--- config.mk ---
export PLATFORM = sky130hd
export DESIGN_NAME = alu_op_sequencer
export DESIGN_NICKNAME = d
export VERILOG_FILES = /design/src/rtl/alu_pkg.sv /design/src/rtl/alu_op_decode.sv /design/src/rtl/alu_op_sequencer.sv
export SDC_FILE = /design/constraint.sdc
export NUM_CORES = 1
export LEC_CHECK = 0
export ABC_AREA = 1
export BUFFER_PORTS_ARGS = -buffer_cell sky130_fd_sc_hd__buf_2
export CORE_ASPECT_RATIO = 1.25
export CORE_UTILIZATION = 45
export DETAILED_ROUTE_END_ITERATION = 7
export HOLD_SLACK_MARGIN = 0.06
export PLACE_DENSITY = 0.75
export SETUP_SLACK_MARGIN = 0.05
export SLEW_MARGIN = 30
export SYNTH_ARGS = -nofsm -noshare
export SYNTH_HDL_FRONTEND = slang
export SYNTH_SLANG_ARGS = --single-unit
--- constraint.sdc ---
create_clock -name clk -period 1.8 [get_ports clk]
set_input_delay 0.36 -clock clk [delete_from_list [all_inputs] [get_ports clk]]
set_output_delay 0.36 -clock clk [all_outputs]
set_load 0.01 [all_outputs]
--- src/rtl/alu_pkg.sv ---
// Shared ALU definitions: function-code constants and the sequencer state type.
// The ALU result multiplexer uses the same constants for its case items.
package alu_pkg;

    localparam logic [3:0] OP_ADD    = 4'd0;
    localparam logic [3:0] OP_SUB    = 4'd1;
    localparam logic [3:0] OP_MUL2   = 4'd2;
    localparam logic [3:0] OP_DIV2   = 4'd3;
    localparam logic [3:0] OP_AND    = 4'd4;
    localparam logic [3:0] OP_OR     = 4'd5;
    localparam logic [3:0] OP_XOR    = 4'd6;
    localparam logic [3:0] OP_NOT    = 4'd7;
    localparam logic [3:0] OP_EQ     = 4'd8;
    localparam logic [3:0] OP_GT     = 4'd9;
    localparam logic [3:0] OP_LT     = 4'd10;
    localparam logic [3:0] OP_MAX    = 4'd11;
    localparam logic [3:0] OP_KNIGHT = 4'd12;

    localparam int NUM_OPS = 13;

    typedef enum logic [1:0] {
        ST_IDLE,
        ST_SETTLE,
        ST_DONE
    } seq_state_t;

endpackage

--- src/rtl/alu_op_decode.sv ---
// Combinational function-code check; codes above the last defined op are illegal.
module alu_op_decode
    import alu_pkg::*;
(
    input  logic [3:0] op,
    output logic       legal
);

    assign legal = (op <= OP_KNIGHT);

endmodule

--- src/rtl/alu_op_sequencer.sv ---
// One-at-a-time command front end for the 8-bit ALU: registers operands and
// select, waits SETTLE cycles, captures the ALU result and hands it back.
module alu_op_sequencer
    import alu_pkg::*;
#(
    parameter int WIDTH  = 8,
    parameter int SETTLE = 1
) (
    input  logic             clk,
    input  logic             rst_n,
    input  logic             cmd_valid,
    output logic             cmd_ready,
    input  logic [3:0]       cmd_op,
    input  logic [WIDTH-1:0] cmd_a,
    input  logic [WIDTH-1:0] cmd_b,
    output logic [WIDTH-1:0] alu_a,
    output logic [WIDTH-1:0] alu_b,
    output logic [3:0]       alu_sel,
    input  logic [WIDTH-1:0] alu_o,
    output logic             res_valid,
    input  logic             res_ready,
    output logic [WIDTH-1:0] res_data,
    output logic             res_zero,
    output logic             res_err,
    output logic             busy
);

    if (SETTLE < 1 || SETTLE > 15) begin : g_settle_range
        $error("alu_op_sequencer: SETTLE must be in 1..15");
    end

    localparam logic [3:0] SETTLE_LOAD = 4'(SETTLE);

    seq_state_t state;
    logic [3:0] cnt;
    logic       op_legal;

    alu_op_decode u_decode (
        .op    (cmd_op),
        .legal (op_legal)
    );

    // rst_n gating keeps cmd_ready low for the whole reset pulse.
    assign cmd_ready = rst_n && (state == ST_IDLE);
    assign busy      = (state != ST_IDLE);

    always_ff @(posedge clk or negedge rst_n) begin
        if (!rst_n) begin
            state     <= ST_IDLE;
            cnt       <= 4'd0;
            alu_a     <= '0;
            alu_b     <= '0;
            alu_sel   <= 4'd0;
            res_valid <= 1'b0;
            res_data  <= '0;
            res_zero  <= 1'b0;
            res_err   <= 1'b0;
        end else begin
            case (state)
                ST_IDLE: begin
                    if (cmd_valid && cmd_ready) begin
                        if (op_legal) begin
                            alu_a   <= cmd_a;
                            alu_b   <= cmd_b;
                            alu_sel <= cmd_op;
                            cnt     <= SETTLE_LOAD;
                            state   <= ST_SETTLE;
                        end else begin
                            res_data <= '0;
                            res_zero <= 1'b1;
                            res_err  <= 1'b1;
                            state    <= ST_DONE;
                        end
                    end
                end
                ST_SETTLE: begin
                    cnt <= cnt - 4'd1;
                    if (cnt == 4'd1) begin
                        res_data  <= alu_o;
                        res_zero  <= (alu_o == '0);
                        res_err   <= 1'b0;
                        res_valid <= 1'b1;
                        state     <= ST_DONE;
                    end
                end
                ST_DONE: begin
                    // An illegal op arrives here with res_valid still low; it rises one cycle later.
                    if (res_valid && res_ready) begin
                        res_valid <= 1'b0;
                        state     <= ST_IDLE;
                    end else begin
                        res_valid <= 1'b1;
                    end
                end
                default: state <= ST_IDLE;
            endcase
        end
    end

endmodule
; After elaboration in Yosys (flattened, before gate mapping)
; Index checks and enable logic that the tools add are counted.
; Widths: inputs -> output; s select.
[word_totals]
regBits = 37
inputBits = 32
output_inout_bits = 33
elab_cells = 53
[op_classes]
n_addsub = 1
n_lt_le_gt_ge = 1
eq_ne = 8
mux = 21
n_reduce_logical = 13
[ops]
columns = operator, count
row1 = $mux 8, 3
row2 = $pmux 8 s2, 1
row3 = $reduce_and 3->1, 3
row4 = $logic_not 8->1, 1
row5 = $mux 2, 4
row6 = $mux 4, 2
row7 = $ne 2x2->1 const B, 4
row8 = $pmux 4 s2, 1
row9 = $mux 1, 6
row10 = $pmux 1 s2, 3
row11 = $pmux 2 s3, 1
row12 = $reduce_bool 2->1, 3
row13 = $eq 4x1->1 const B, 1
row14 = $le 4x4->1 const B, 1
row15 = $reduce_and 4->1, 1
row16 = $sub 4x1->4 const B, 1
row17 = $logic_and 1x1->1, 3
row18 = $eq 2x1->1 const B, 1
row19 = $eq 2x2->1 const B, 1
row20 = $logic_not 2->1, 1
row21 = $ne 2x1->1 const B, 1
row22 = $reduce_and 2->1, 1

; Longest topological paths before layout
[depth]
depth_word = 5
ltp_mapped = 8

; Hierarchy
; Synthesis repeated with hierarchy kept, for this count alone.
[hier_totals]
cells_unflattened = 196
area_unflattened_um2 = 1639.1
[by_module_without_submodules]
columns = mod, instances, cells_each, area_each_um2, seq_area_each_um2
row1 = alu_op_sequencer, 1, 190, 1616.6, 925.9
row2 = alu_op_decode, 1, 6, 22.5, 0.0

; Worst setup path after synthesis
; OpenSTA, ideal clock, no wires.
[synth_timing]
path_kind = reg2reg
start = register state[1]
end = register res_zero
arrival_ns = 1.079
required_ns = 1.683
setup_slack_ns = 0.604
stages_incl_launch_ff = 8
n_path_buf = 1
period_less_slack_ns = 1.196
cell_sequence = dfrtp_1 -> nor2_4 -> nand3_4 -> nand2_2 -> nand3_2 -> buf_6 -> nand2_2 -> nand2_1
[synth_via]
elab_chain_cells = 5
[synth_lines]
columns = item, line_no
row1 = "start, declared", alu_op_sequencer.sv:34  ; seq_state_t state;
row2 = "start signal, assigned", alu_op_sequencer.sv:49  ; state <= ST_IDLE;
row3 = "start signal, assigned", alu_op_sequencer.sv:67  ; state <= ST_SETTLE;
row4 = "start signal, assigned", alu_op_sequencer.sv:72  ; state <= ST_DONE;
row5 = $logic_not 2->1, "alu_op_sequencer.sv:44, alu_op_sequencer.sv:59"
row6 = $logic_and 1x1->1, alu_op_sequencer.sv:44  ; assign cmd_ready = rst_n && (state == ST_IDLE);
row7 = $logic_and 1x1->1, alu_op_sequencer.sv:61  ; if (cmd_valid && cmd_ready) begin
row8 = $ne 2x1->1 (no line), -
row9 = $reduce_and 4->1 (no line), -
row10 = "end signal, assigned", alu_op_sequencer.sv:80  ; res_zero <= (alu_o == '0);
row11 = "end, declared", alu_op_sequencer.sv:23  ; output logic res_zero,
; Parallel ways exist; a longest one is shown, timed or not.
; A chain may end at the register's enable or synchronous reset.

; Worst setup path after layout
[layout_timing]
start = register state[0]
end = output cmd_ready
[layout_via]
elab_chain_cells = 2
[layout_lines]
columns = item, line_no
row1 = $logic_not 2->1, alu_op_sequencer.sv:44
row2 = $logic_and 1x1->1, alu_op_sequencer.sv:44
row3 = "end, declared", alu_op_sequencer.sv:12  ; output logic cmd_ready,
; No other way between the ends.

==> flow_summary.toml <==
[clocking]
cts.htree.levels = 2
cts_num_sinks = 37
clock_tree_from_tritoncts = "yes"
post_cts_resized = 0
tritoncts.num_buffers = 5
clock_path_buffers = 2
cts_root_buffer = "sky130_fd_sc_hd__clkbuf_8"
path_clk_slew_ps = 70
clock_latency_ps = 280

[synthesis]
synth_most_common_cell = "sky130_fd_sc_hd__nand2_1"
synth.yosys.seq_area_share_pct = 55.3
main_area_contributors_after_synthesis = "sky130_fd_sc_hd__dfrtp_1 (55%), sky130_fd_sc_hd__nand2_1 (20%), sky130_fd_sc_hd__nand2_2 (4.5%)"
synth_nets = 228
yosys_warnings = 0
mappedNetlistArea_um2 = 1670
synth_enable_flop_cells = 0
synth_cells = 194
yosysTopAreaCellShare_pct = 55.3
yosys.area.top_type = "sky130_fd_sc_hd__dfrtp_1"
ys_top_cells_by_count = "sky130_fd_sc_hd__nand2_1 (89), sky130_fd_sc_hd__dfrtp_1 (37), sky130_fd_sc_hd__nor2_1 (14)"
ys_async_sr_fraction_pct = 100
synth_top_flop_cell = "sky130_fd_sc_hd__dfrtp_1"
synth_cell_types = 20
postSynthRegisterBits = 37
synthesis.area_per_instance_um2 = 8.62

[sta]
timing_worst_slew_pin_value_ps = 408
period_needed_ps = 1560
grt_setup_unrepaired = "no"
final_max_slew_viol_count = 0
final_hold_vio_count = 0
hold-worst-slack_ps = 208
fmax_ghz = 0.643
fin_skew_ps = 6.52
worst_slew_margin_rel_pct = 72.8
final.setup.worst_slack_ps = 244
layout_worst_path_cycle_share_pct = 86.4
number_of_setup_violations_in_the_final_report = 0
finalSetupTns_ps = 0

[power_and_ir_drop]
cellLeakagePower_uw = 0.00121
logic_gate_share_of_total_power_pct = 43.6
seqPwrFrac_pct = 40.8
vdd.ir_drop.worst_v = 0.00121
power-per-cell-area_nw_per_um2 = 1720
power.clock.fraction_pct = 15.6
p_sw_share_pct = 40.7
total_switching_power_uw = 1460
internal-power_uw = 2130

[floorplan]
start_util_pct = 47.6
io_pins = 65
dieArea_um2 = 3970
core_um2 = 3510
chipWidth_um = 56.5
row_count = 24
die-height_um = 70.2

[grt]
grt_max_degree = 34
track_usage_pct = 19.8
first_global_vias = 1317
grt.overflow.total = 0
grt_pass1_wl_um = 6020
grt_antenna_before_repair = 0

[setup_path]
timing.critical_path.fanout_max = 5
crit_type = "reg2out"
r2r_slack_ps = 340
cp_data_arrival_time_ps = 1200
worstSetupStartpointType = "register"
timing.critical_path.to_type = "output pin"
data_required_time_at_the_worst_endpoint_ps = 1440

[final_layout]
fillCellCount = 329
area_growth_pct = 25.4
finalNonFillerCells = 301
drive_above_1_share_pct = 36.3
antenna_cells_inserted = 0
finalNetCount = 296
final_cell_area_um2 = 2100

[route]
post_drt_wl_per_cell_um = 11.5
post-route-drc-count = 0
detail_route.iter0.violations = 59
avgViaCountPerCell = 4.68
drtPass1Iterations = 4
num_vias = 1410
finalWirelength_um = 3470
postRouteAntennaNets = 0

[placement]
placed_cell_area_um2 = 2000
globalplace.congestion = 0.819
place.detailed.hpwl_um = 2510
post-place-cells = 293
pre_cts_ws_ps = 353
placement.io_buffers = 64

[run_status]
run_status = "completed"

[min_path]
hold_path_class = "in2async"

[job]
drv.max_cap_violation_count = 0
-- critical path, stage by stage, from the launching register on --
cell and delay (ps):
sky130_fd_sc_hd__dfrtp_1 450, sky130_fd_sc_hd__nor2_4 180, sky130_fd_sc_hd__inv_2 70, sky130_fd_sc_hd__nor2_1 80, sky130_fd_sc_hd__buf_2 130
-- through the flow --
step | power [uW] | utilization (%)
after detailed placement | 3060 | 56.9
after floorplan | 2520 | -
final | 3600 | 59.7
after CTS | 3650 | 59.7
after global routing | 3930 | 59.7
after global placement | 3020 | 56.9
-- sequential cells by signal, indices dropped and copies added (netlist names) --
signal and cells:
alu_a 8, alu_b 8, res_data 8, alu_sel 4
cnt 4, state 2, res_err 1, res_valid 1
res_zero 1
-- repair_timing --
action                                 in CTS  in global routing
endpoints found under the hold margin       4                  0
buffers inserted                            0                  0
hold buffers                                1                  0
-- metal layers --
metal,vias to the layer above,track usage (%),routed length [um]
met5,-,0,0
met4,0,5.69,27
met3,4,6.30,199
met2,44,31.4,1710
met1,630,26.1,1530
li1,732,-,-
-- cell type report --
| class | count | area [um2] | area share, % |
|---|---|---|---|
| Sequential cell | 37 | 926 | 44.2 |
| Inverter | 7 | 26.3 | 1.25 |
| Clock buffer | 7 | 86.3 | 4.12 |
| Multi-Input combinational cell | 144 | 664 | 31.7 |
| Tap cell | 39 | 48.8 | 2.33 |
| Timing Repair Buffer | 67 | 345 | 16.5 |
-- cells by family (layout without fill, tap and decap cells) --
| kind of cell | after synthesis | count (layout) | synth area share, % |
|---|---|---|---|
| AND/OR/NAND/NOR | 135 | 135 | 36.0 |
| flip-flops | 37 | 37 | 55.3 |
| buffers and inverters | 13 | 81 | 4.94 |
| AO/OA/AOI/OAI | 7 | 7 | 2.24 |
| adder cells (fa/ha/maj) | 2 | 2 | 1.50 |
-- worst paths after layout --
path                          start          end  depth (start not counted)
setup / recovery           state[0]    cmd_ready                          4
hold / removal                rst_n  res_data[7]                          2
setup reg to reg           state[0]      res_err                          6
hold reg to reg            alu_a[2]     alu_a[2]                          2
max in group asynchronous     rst_n       cnt[2]                          2
min in group clk           cmd_b[5]     alu_b[5]                          3
-- placed cells by master (no fill, tap or decap), types with 2 or more instances in the layout --
master                     instances
sky130_fd_sc_hd__a21oi_1           2
sky130_fd_sc_hd__buf_2            64
sky130_fd_sc_hd__buf_4             2
sky130_fd_sc_hd__clkbuf_8          6
sky130_fd_sc_hd__dfrtp_1          37
sky130_fd_sc_hd__ha_1              2
sky130_fd_sc_hd__inv_1             3
sky130_fd_sc_hd__inv_2             4
sky130_fd_sc_hd__nand2_1          89
sky130_fd_sc_hd__nand2_2          12
sky130_fd_sc_hd__nand3_1          11
sky130_fd_sc_hd__nor2_1           14
sky130_fd_sc_hd__nor2_4            3
sky130_fd_sc_hd__o21ai_0           4
-- power groups by stage --
stage,combinational [uW],sequential [uW],clock (uW)
finish,1570,1470,561
global route,1790,1520,622
CTS,1590,1470,582
detailed placement,1580,1480,0
global placement,1540,1470,0
floorplan,890,1630,0
Note: power is estimated with default switching activity, not from simulation.
